**src/rtl/rv_ctrl_pkg.sv**
```systemverilog
// rtl/rv_ctrl_pkg.sv - shared state encoding and decode helpers for the instruction sequencer
package rv_ctrl_pkg;

  typedef enum logic [2:0] {
    IDLE   = 3'd0,
    FETCH  = 3'd1,
    DECODE = 3'd2,
    EXEC   = 3'd3,
    WB     = 3'd4,
    HALT   = 3'd5
  } seq_state_t;

  // Every RV32 base-length instruction carries 2'b11 in its lowest opcode bits
  localparam logic [1:0] OPC_LOW = 2'b11;

  // Legal means a 32-bit encoding, and not the all-zero word when that is treated as a halt
  function automatic logic ins_is_legal(input logic [31:0] ins, input logic halt_on_zero);
    logic w_zero;
    w_zero = (ins == 32'h0);
    return (ins[1:0] == OPC_LOW) && !(halt_on_zero && w_zero);
  endfunction

endpackage

```
**src/rtl/timeout_counter.sv**
```systemverilog
// rtl/timeout_counter.sv - EXEC-phase wait timer with terminal-count flag
module timeout_counter #(
  parameter int TIMEOUT_CYCLES = 64
) (
  input  logic i_clk,
  input  logic i_rst,
  input  logic i_clear,
  input  logic i_enable,
  output logic o_tc
);

  localparam int TW = $clog2(TIMEOUT_CYCLES) + 1;
  localparam logic [TW-1:0] TC_VAL = TW'(TIMEOUT_CYCLES - 1);

  logic [TW-1:0] r_count;

  // Count waiting cycles; hold at terminal value so the flag stays asserted until cleared
  always_ff @(posedge i_clk) begin
    if (i_rst) begin
      r_count <= '0;
    end else if (i_clear) begin
      r_count <= '0;
    end else if (i_enable && !o_tc) begin
      r_count <= r_count + TW'(1);
    end
  end

  assign o_tc = (r_count == TC_VAL);

endmodule

```
**src/rtl/exec_sequencer.sv**
```systemverilog
// rtl/exec_sequencer.sv - FETCH/DECODE/EXEC/WB sequencer gating PC, register write and ALU handshake
module exec_sequencer
  import rv_ctrl_pkg::*;
#(
  parameter int TIMEOUT_CYCLES   = 64,
  parameter int CNT_W            = 32,
  parameter int HALT_ON_ZERO_INS = 1
) (
  input  logic             i_clk,
  input  logic             i_rst,
  input  logic             i_run,
  input  logic [31:0]      i_ins,
  input  logic             i_ctrl_regwen,
  input  logic             i_alu_multicycle,
  input  logic             i_alu_ready,
  output logic             o_ins_latch,
  output logic             o_alu_start,
  output logic             o_reg_we,
  output logic             o_pc_en,
  output logic             o_busy,
  output logic             o_halted,
  output logic             o_err_timeout,
  output logic [CNT_W-1:0] o_retired_count
);

  seq_state_t       r_state;
  seq_state_t       w_next_state;
  logic             w_legal;
  logic             w_in_exec;
  logic             w_wait_alu;
  logic             w_timer_clear;
  logic             w_timer_en;
  logic             w_timer_tc;
  logic             w_timeout;
  logic             r_err_timeout;
  logic [CNT_W-1:0] r_retired_count;

  assign w_legal    = ins_is_legal(i_ins, HALT_ON_ZERO_INS != 0);
  assign w_in_exec  = (r_state == EXEC);
  // Still waiting on a multicycle ALU result this cycle
  assign w_wait_alu = w_in_exec && i_alu_multicycle && !i_alu_ready;
  // A ready arriving on the terminal cycle still wins over the timeout
  assign w_timeout  = w_wait_alu && w_timer_tc;

  // Timer restarts in DECODE so the first EXEC cycle sees a count of zero
  assign w_timer_clear = (r_state == DECODE);
  assign w_timer_en    = w_wait_alu;

  timeout_counter #(
    .TIMEOUT_CYCLES(TIMEOUT_CYCLES)
  ) u_timeout_counter (
    .i_clk    (i_clk),
    .i_rst    (i_rst),
    .i_clear  (w_timer_clear),
    .i_enable (w_timer_en),
    .o_tc     (w_timer_tc)
  );

  // Next-state selection; run is only looked at on instruction boundaries
  always_comb begin
    w_next_state = r_state;
    case (r_state)
      IDLE:   w_next_state = i_run ? FETCH : IDLE;
      FETCH:  w_next_state = DECODE;
      DECODE: w_next_state = w_legal ? EXEC : HALT;
      EXEC: begin
        if (!i_alu_multicycle || i_alu_ready) begin
          w_next_state = WB;
        end else if (w_timer_tc) begin
          w_next_state = HALT;
        end else begin
          w_next_state = EXEC;
        end
      end
      WB:     w_next_state = i_run ? FETCH : IDLE;
      HALT:   w_next_state = HALT;
      default: w_next_state = IDLE;
    endcase
  end

  // State register; reset aborts any instruction in flight
  always_ff @(posedge i_clk) begin
    if (i_rst) begin
      r_state <= IDLE;
    end else begin
      r_state <= w_next_state;
    end
  end

  // Retired-instruction count advances once per writeback and wraps silently
  always_ff @(posedge i_clk) begin
    if (i_rst) begin
      r_retired_count <= '0;
    end else if (r_state == WB) begin
      r_retired_count <= r_retired_count + CNT_W'(1);
    end
  end

  // Sticky timeout flag, cleared only by reset
  always_ff @(posedge i_clk) begin
    if (i_rst) begin
      r_err_timeout <= 1'b0;
    end else if (w_timeout) begin
      r_err_timeout <= 1'b1;
    end
  end

  assign o_ins_latch     = (r_state == FETCH);
  assign o_alu_start     = (r_state == DECODE) && w_legal;
  assign o_reg_we        = (r_state == WB) && i_ctrl_regwen;
  assign o_pc_en         = (r_state == WB);
  assign o_busy          = (r_state == FETCH) || (r_state == DECODE) ||
                           (r_state == EXEC)  || (r_state == WB);
  assign o_halted        = (r_state == HALT);
  assign o_err_timeout   = r_err_timeout;
  assign o_retired_count = r_retired_count;

endmodule

```
**config.mk**
```make
export PLATFORM = sky130hd
export DESIGN_NAME = exec_sequencer
export DESIGN_NICKNAME = d
export VERILOG_FILES = /design/src/rtl/rv_ctrl_pkg.sv /design/src/rtl/timeout_counter.sv /design/src/rtl/exec_sequencer.sv
export SDC_FILE = /design/constraint.sdc
export NUM_CORES = 1
export LEC_CHECK = 0
export CELL_PAD_IN_SITES_DETAIL_PLACEMENT = 1
export CELL_PAD_IN_SITES_GLOBAL_PLACEMENT = 1
export CORE_MARGIN = 10
export CORE_UTILIZATION = 32
export DETAILED_ROUTE_END_ITERATION = 8
export PLACE_DENSITY = 0.76
export SETUP_SLACK_MARGIN = 0.5
export SYNTH_ARGS = -nofsm -noshare
export SYNTH_HDL_FRONTEND = slang
export SYNTH_HIERARCHICAL = 1
export SYNTH_SLANG_ARGS = --single-unit
```
**constraint.sdc**
```tcl
create_clock -name i_clk -period 2.6 [get_ports i_clk]
set_input_delay 0.65 -clock i_clk [delete_from_list [all_inputs] [get_ports i_clk]]
set_output_delay 0.65 -clock i_clk [all_outputs]
set_load 0.02 [all_outputs]
```
==> impl_results.md <==
* Nets at 336
* All-Layer GR Usage at 12.2%
* Async SR Flop Fraction at 0%
* RR Startpoint: o_retired_count[15]
* Crit path max-delay cell type: or4b_2
* CP Capture Type: flip-flop
* Pwr Density at about 430 nW/um2
* Core area at 6420 um2
* Initial cell density of the core at 33.4%
* Sequential element share of the synthesized area at between 40 and 50%
* First-pass iteration count of the detailed router at 4
* R2R cell count at 4
* Hold endpoint: u_timeout_counter/r_count[6]
* Worst-skew pair later-pin latency at about 300 ps
* Initial antenna violation count at 0
* First-pass GRT wire length at 10400 um
* Core Rows at 29
* CTS tree: built
* Post-synth EDFFs at 0
* Library cells used by synthesis at 45
* Vias/cell at ~5.5
* GP Congestion at around 0.77
* Leakage at 1.04 nW
* Vias in the first global route at between 2000 and 2500
* Final core occ at between 40% and 50%
* Worst-path clk slew at 80 ps
* Least-Margin Pin Slew at 530 ps
* MaxCap Viol Count at 0
* HP Class: flip-flop to flip-flop
* Largest net degree at the start of global routing at 36
* CP startpoint kind: flip-flop
* Slew HR at ~65%
* Residual DRC at 0
* Mapped Cells at 250
* Final WS setup at approximately 500 ps
* Total negative slack at 0 ps
* Hpwl dp at 4430 um
* R2R Setup Slk at 500 ps
* Hold Path Stages at 2
* Via total after detailed routing at ~2000
* RSZ-0062 raised after global routing: true
* Worst Path Max Fanout at 6
* Die area at slightly above 10000 um2
* Die H at slightly above 100 um
* Avg Cell Area, Syn at between 8 and 9 um2
* Min Tclk post-route at ~2100 ps
* Die X at between 100 and 150 um
* Area taken by multi-input logic gates at roughly 1200 um2
* Worst stage delay on the critical path at 690 ps
* Total Power at 0.00120 W
* Clock tree buffer depth at 2
* Diode count at 0
* Post-route ant nets at 0
* Global route overflow at 0
* Main synth FF type: dfxtp_1
* CTS root buffer: clkbuf_8
* Mean routed wirelength per cell at about 17 um
* Peak supply drop at 199 uV
* Req. time, crit path at 2840 ps
* Status: finished, final reports clean
* Mapped Nets at 290
* Ratio of cells with drive above 1 in the final layout at 12.8%
* Final Skew at 9.41 ps
* Yosys warns at 6
* Period utilization at 80.8%
* Filler cells at ~750
* Buffers on Ports at 46
* Synth Register Bits at 43
* Drt total wl at 6250 um
* CTS HTree Levels at 2
* TritonCTS Buffers at 5
* Cell area after synthesis at 2150 um2
* Final Max Slew Viols at 0
* Final Hold Viols at 0
* FF/Latch Area at 872 um2
* Fmax at between 400 and 500 MHz
* Worst R2R End: o_retired_count[22]
* Area grow syn2layout at 31.1%
* Crit path kind: flip-flop to flip-flop
* Num ports at 77
* Min-delay src: u_timeout_counter/r_count[6]
* TritonCTS Sinks at 43
* Worst path cell trace: nand4_1 > or4b_2 > or4_1 > a21oi_1
* Final setup viols at 0
* Dpl ws at -70.2 ps
* CP arrival at 2340 ps
* Initial DRC Count at just over 60
kinds of logic (layout without fill, tap and decap cells):
| group | count (synthesis) | count (layout) | share of synthesized area, % |
|---|---|---|---|
| AO/OA/AOI/OAI | 55 | 55 | 16.3 |
| XOR/XNOR | 13 | 13 | 5.31 |
| adder cells (fa/ha/maj) | 2 | 2 | 1.17 |
| buffers and inverters | 17 | 62 | 3.44 |
| flip-flops | 43 | 43 | 40.1 |
| multiplexers | 2 | 2 | 0.933 |
| AND/OR/NAND/NOR | 118 | 119 | 32.8 |
final cells by class:
| class | count | area share (%) |
|---|---|---|
| multi-input combinational | 191 | 44.3 |
| inverter | 5 | 0.667 |
| tap | 77 | 3.43 |
| clock buffer | 6 | 2.94 |
| clock inverter | 1 | 0.178 |
| sequential | 43 | 31.0 |
| timing repair buffer | 50 | 17.5 |
power by group:
part | switching [W] | internal [W] | total [W]
sequential | 0.0000137 | 0.000664 | 0.000678
clock | 0.000233 | 0.000209 | 0.000441
combinational | 0.0000429 | 0.0000362 | 0.0000792
per-layer routing:
layer	share of wire [%]	vias to the layer above	global-route usage, %	routed length [um]
li1	-	1025	-	-
met1	45	975	13.8	2810
met2	47	44	21.0	2920
met3	6.2	11	4.18	390
met4	2.0	0	4.45	128
met5	0	-	0	0
sequential cells by signal, summed over array words and instances (netlist names):
register	flops
o_retired_count	32
u_timeout_counter/r_count	7
r_state	3
o_err_timeout	1
cells in the final DEF (no fill, tap or decap), types with 2 or more instances in the layout:
| cell | instances |
|---|---|
| dlygate4sd2_1 | 3 |
| nand3_1 | 18 |
| o31ai_1 | 16 |
| nor4_1 | 3 |
| dfxtp_2 | 9 |
| or3_1 | 6 |
| buf_4 | 5 |
| a31oi_1 | 4 |
| xor2_1 | 7 |
| dfxtp_1 | 34 |
| mux2i_1 | 2 |
| nand2b_1 | 3 |
| clkdlybuf4s50_1 | 32 |
| nor2_1 | 20 |
| xnor2_1 | 6 |
| a21oi_1 | 22 |
| nand4_1 | 6 |
| o21ai_0 | 4 |
| nand2_1 | 19 |
| ha_1 | 2 |
| nor3_1 | 3 |
| or4_4 | 2 |
| or4_1 | 15 |
| dlymetal6s2s_1 | 7 |
| clkbuf_8 | 6 |
| o21ai_1 | 2 |
| and2_1 | 2 |
| and3_1 | 3 |
| inv_1 | 5 |
| and4_1 | 5 |
worst max-delay path by stage:
stage	startpoint	endpoint	slack, ps
5_1_grt	o_retired_count[15]	o_retired_count[22]	420
4_1_cts	i_ins[0]	o_alu_start	270
2_1_floorplan	o_retired_count[9]	o_retired_count[24]	570
3_5_place_dp	i_ins[0]	o_alu_start	-70
6_report	o_retired_count[15]	o_retired_count[22]	500
3_3_place_gp	i_ins[0]	o_alu_start	-90
synth_stat cells, types with 4 or more instances:
master | n | share of area, %
a21oi_1 | 22 | 5.1
a31oi_1 | 4 | 1.2
and4_1 | 5 | 2.0
clkbuf_1 | 8 | 1.4
dfxtp_1 | 43 | 40
inv_1 | 5 | 0.87
nand2_1 | 20 | 3.5
nand3_1 | 18 | 4.2
nand4_1 | 6 | 1.7
nor2_1 | 21 | 3.7
nor3_1 | 4 | 0.93
o21ai_0 | 4 | 0.93
o31ai_1 | 16 | 5.6
or3_1 | 6 | 1.7
or4_1 | 15 | 5.2
xnor2_1 | 6 | 2.4
xor2_1 | 7 | 2.9
repair_timing:
| action | 4_1_cts | 5_1_grt |
|---|---|---|
| pin swaps | 1 | 4 |
| gates cloned | 1 | 0 |
| buffers inserted | 0 | 0 |
| hold buffers | 0 | 0 |
| setup endpoints to repair | 14 | 24 |
| gates resized for setup | 18 | 22 |
critical path, delay by kind of cell (launching register included):
kind / cells / cell delay (ps)
compound gates: 1 / 150
flops: 1 / 410
simple gates: 3 / 1480
stage by stage:
stage	cell area (um2)	hold WS, ps	cells
finish	2810	475	373
global route	2810	492	373
CTS	2780	473	373
detailed placement	2680	458	365
global placement	2680	434	365
floorplan	2150	416	250
No activity file was read; power rests on OpenSTA's default activity.
==> RTL change, RTL diff (same flow settings) <==
Put one more register stage on the output `o_retired_count`, cleared by the reset. The value now appears one clock later. The other outputs are not delayed to match.
--- a/src/rtl/exec_sequencer.sv
+++ b/src/rtl/exec_sequencer.sv
@@ -113,7 +113,13 @@
                            (r_state == EXEC)  || (r_state == WB);
   assign o_halted        = (r_state == HALT);
   assign o_err_timeout   = r_err_timeout;
-  assign o_retired_count = r_retired_count;
+  always_ff @(posedge i_clk) begin
+    if (i_rst) begin
+      o_retired_count <= '0;
+    end else begin
+      o_retired_count <= r_retired_count;
+    end
+  end
 
 endmodule
 
Behaviour: not the same (a bounded check fails within 10 cycles, from zero or initial values and one cycle with i_rst high).
==> RTL change against the unedited design <==
Total power up 80%; setup slack lost 16 ps; critical path type is now in -> out; sequential cell count increased by 32; global-route usage is 0.93 points lower; critical path depth fell by 1; area after synthesis is 38% higher; clock skew fell by 2.1 ps; highest routed layer unchanged; die area up 30%; final area up 39%; routed wire length grew 19%.
==> RTL change: results (changes against the unedited design) <==
Nets - 414 (+23%)
number of fill cells - 1035 (+39%)
XOR/XNOR Fraction of Synth Area - 3.841% (-1.5 points)
Lkg Pwr - 1.432 nW (+38%)
gpl congestion - 0.7078 (-8.2%)
sequential-to-total area share from yosys stat - 50.65% (+11 points)
met3 Resource Use GR - 2.928% (-1.3 points)
DP Area - 3567 um2 (+33%)
Worst-Margin Slew - 492.2 ps (-37.33 ps)
P_clk - 0.888 mW (+100%)
clk tree area frac - 4.952% (+1.8 points)
post-DP HPWL - 5139 um (+16%)
Yosys cell types - 48 (+6.7%)
Pint - 1.641 mW (+81%)
CP arrival - 1470 ps (-870 ps)
H-tree depth - 3 (+1)
syn_nets - 352 (+21%)
R2R depth - 5 (+1)
row count - 35 (+21%)
DR WL met2 - 3873 um (+33%)
sw frac - 23.97% (-0.17 points)
clk_lat worst skew - 350 ps (+50 ps)
multi-input combinational area share - 37.38% (-6.9 points)
Critical Path Sink - o_alu_start
post-synthesis compound-gate area fraction - 5.403% (-11 points)
vias in the first global route - 2519 (+17%)
grt met1 use - 11.84% (-1.9 points)
Commonest cells post-synth - 75 x dfxtp_1, 41 x nor2_1, 27 x nor2b_1, 18 x nand2_1, 17 x nand3_1
CP max FO - 2 (-4)
reg2reg start - r_retired_count[9]
Non-clock buffers, area share - 14.25% (-3.2 points)
CTS Buf Count - 9 (+4)
post-place setup slack - 13.39 ps (+83.63 ps)
Logic inverters - 10 (+5)
mux cell area share after synthesis - 6.374% (+5.4 points)
DRT met1 WL - 3106 um (+11%)
Setup crit start - i_ins[0]
Met3 Wirelength - 285 um (-27%)
vias per cell - 5.018 (-8.9%)
largest net degree at the start of global routing - 44 (+22%)
outcome - finished, final reports clean
number of DRC markers in iteration 0 - 67 (+8.1%)
top cells by area, synth - dfxtp_1 51%, mux2_2 5.7%, nor2b_1 5.7%
clkbuf count - 10 (+4)
Peak VDD IR - 0.1977 mV (-0.57%)
post-DR wirelength/cell - 15.13 um (-9.7%)
Plain + repair buffers - 62 (+24%)
first-pass GRT wire length - 12120 um (+16%)
syn_area_per_cell - 9.500 um2 (+11%)
Final Skew - 7.327 ps (-2.084 ps)
FF+latch count - 75 (+74%)
Placed Cells incl. Taps - 463 (+27%)
Critical R2R Capture - r_retired_count[17]
final WL - 7415 um (+19%)
Seq. pwr - 1.16 mW (+71%)
-- RTL change: repair_timing --
item                                    CTS  global route
cloned                                    0             1
endpoints found under the setup margin   11            18
setup buffers                             6             4
pin swaps                                 4             4
gates resized for setup                  27            25
-- RTL change: worst min path at each step --
| stage | from | to | slack, ps | depth (start not counted) |
|---|---|---|---|---|
| floorplan | u_timeout_counter/r_count[6] | u_timeout_counter/r_count[6] | 420 | 2 |
| global placement | u_timeout_counter/r_count[6] | u_timeout_counter/r_count[6] | 430 | 2 |
| detailed placement | u_timeout_counter/r_count[6] | u_timeout_counter/r_count[6] | 440 | 2 |
| CTS | u_timeout_counter/r_count[6] | u_timeout_counter/r_count[6] | 450 | 2 |
| global route | u_timeout_counter/r_count[6] | u_timeout_counter/r_count[6] | 490 | 2 |
| finish | u_timeout_counter/r_count[6] | u_timeout_counter/r_count[6] | 450 | 2 |
-- RTL change: worst max-delay path: stages --
cell and delay (ps):
clkdlybuf4s50_1 480, and3_4 190, buf_4 140
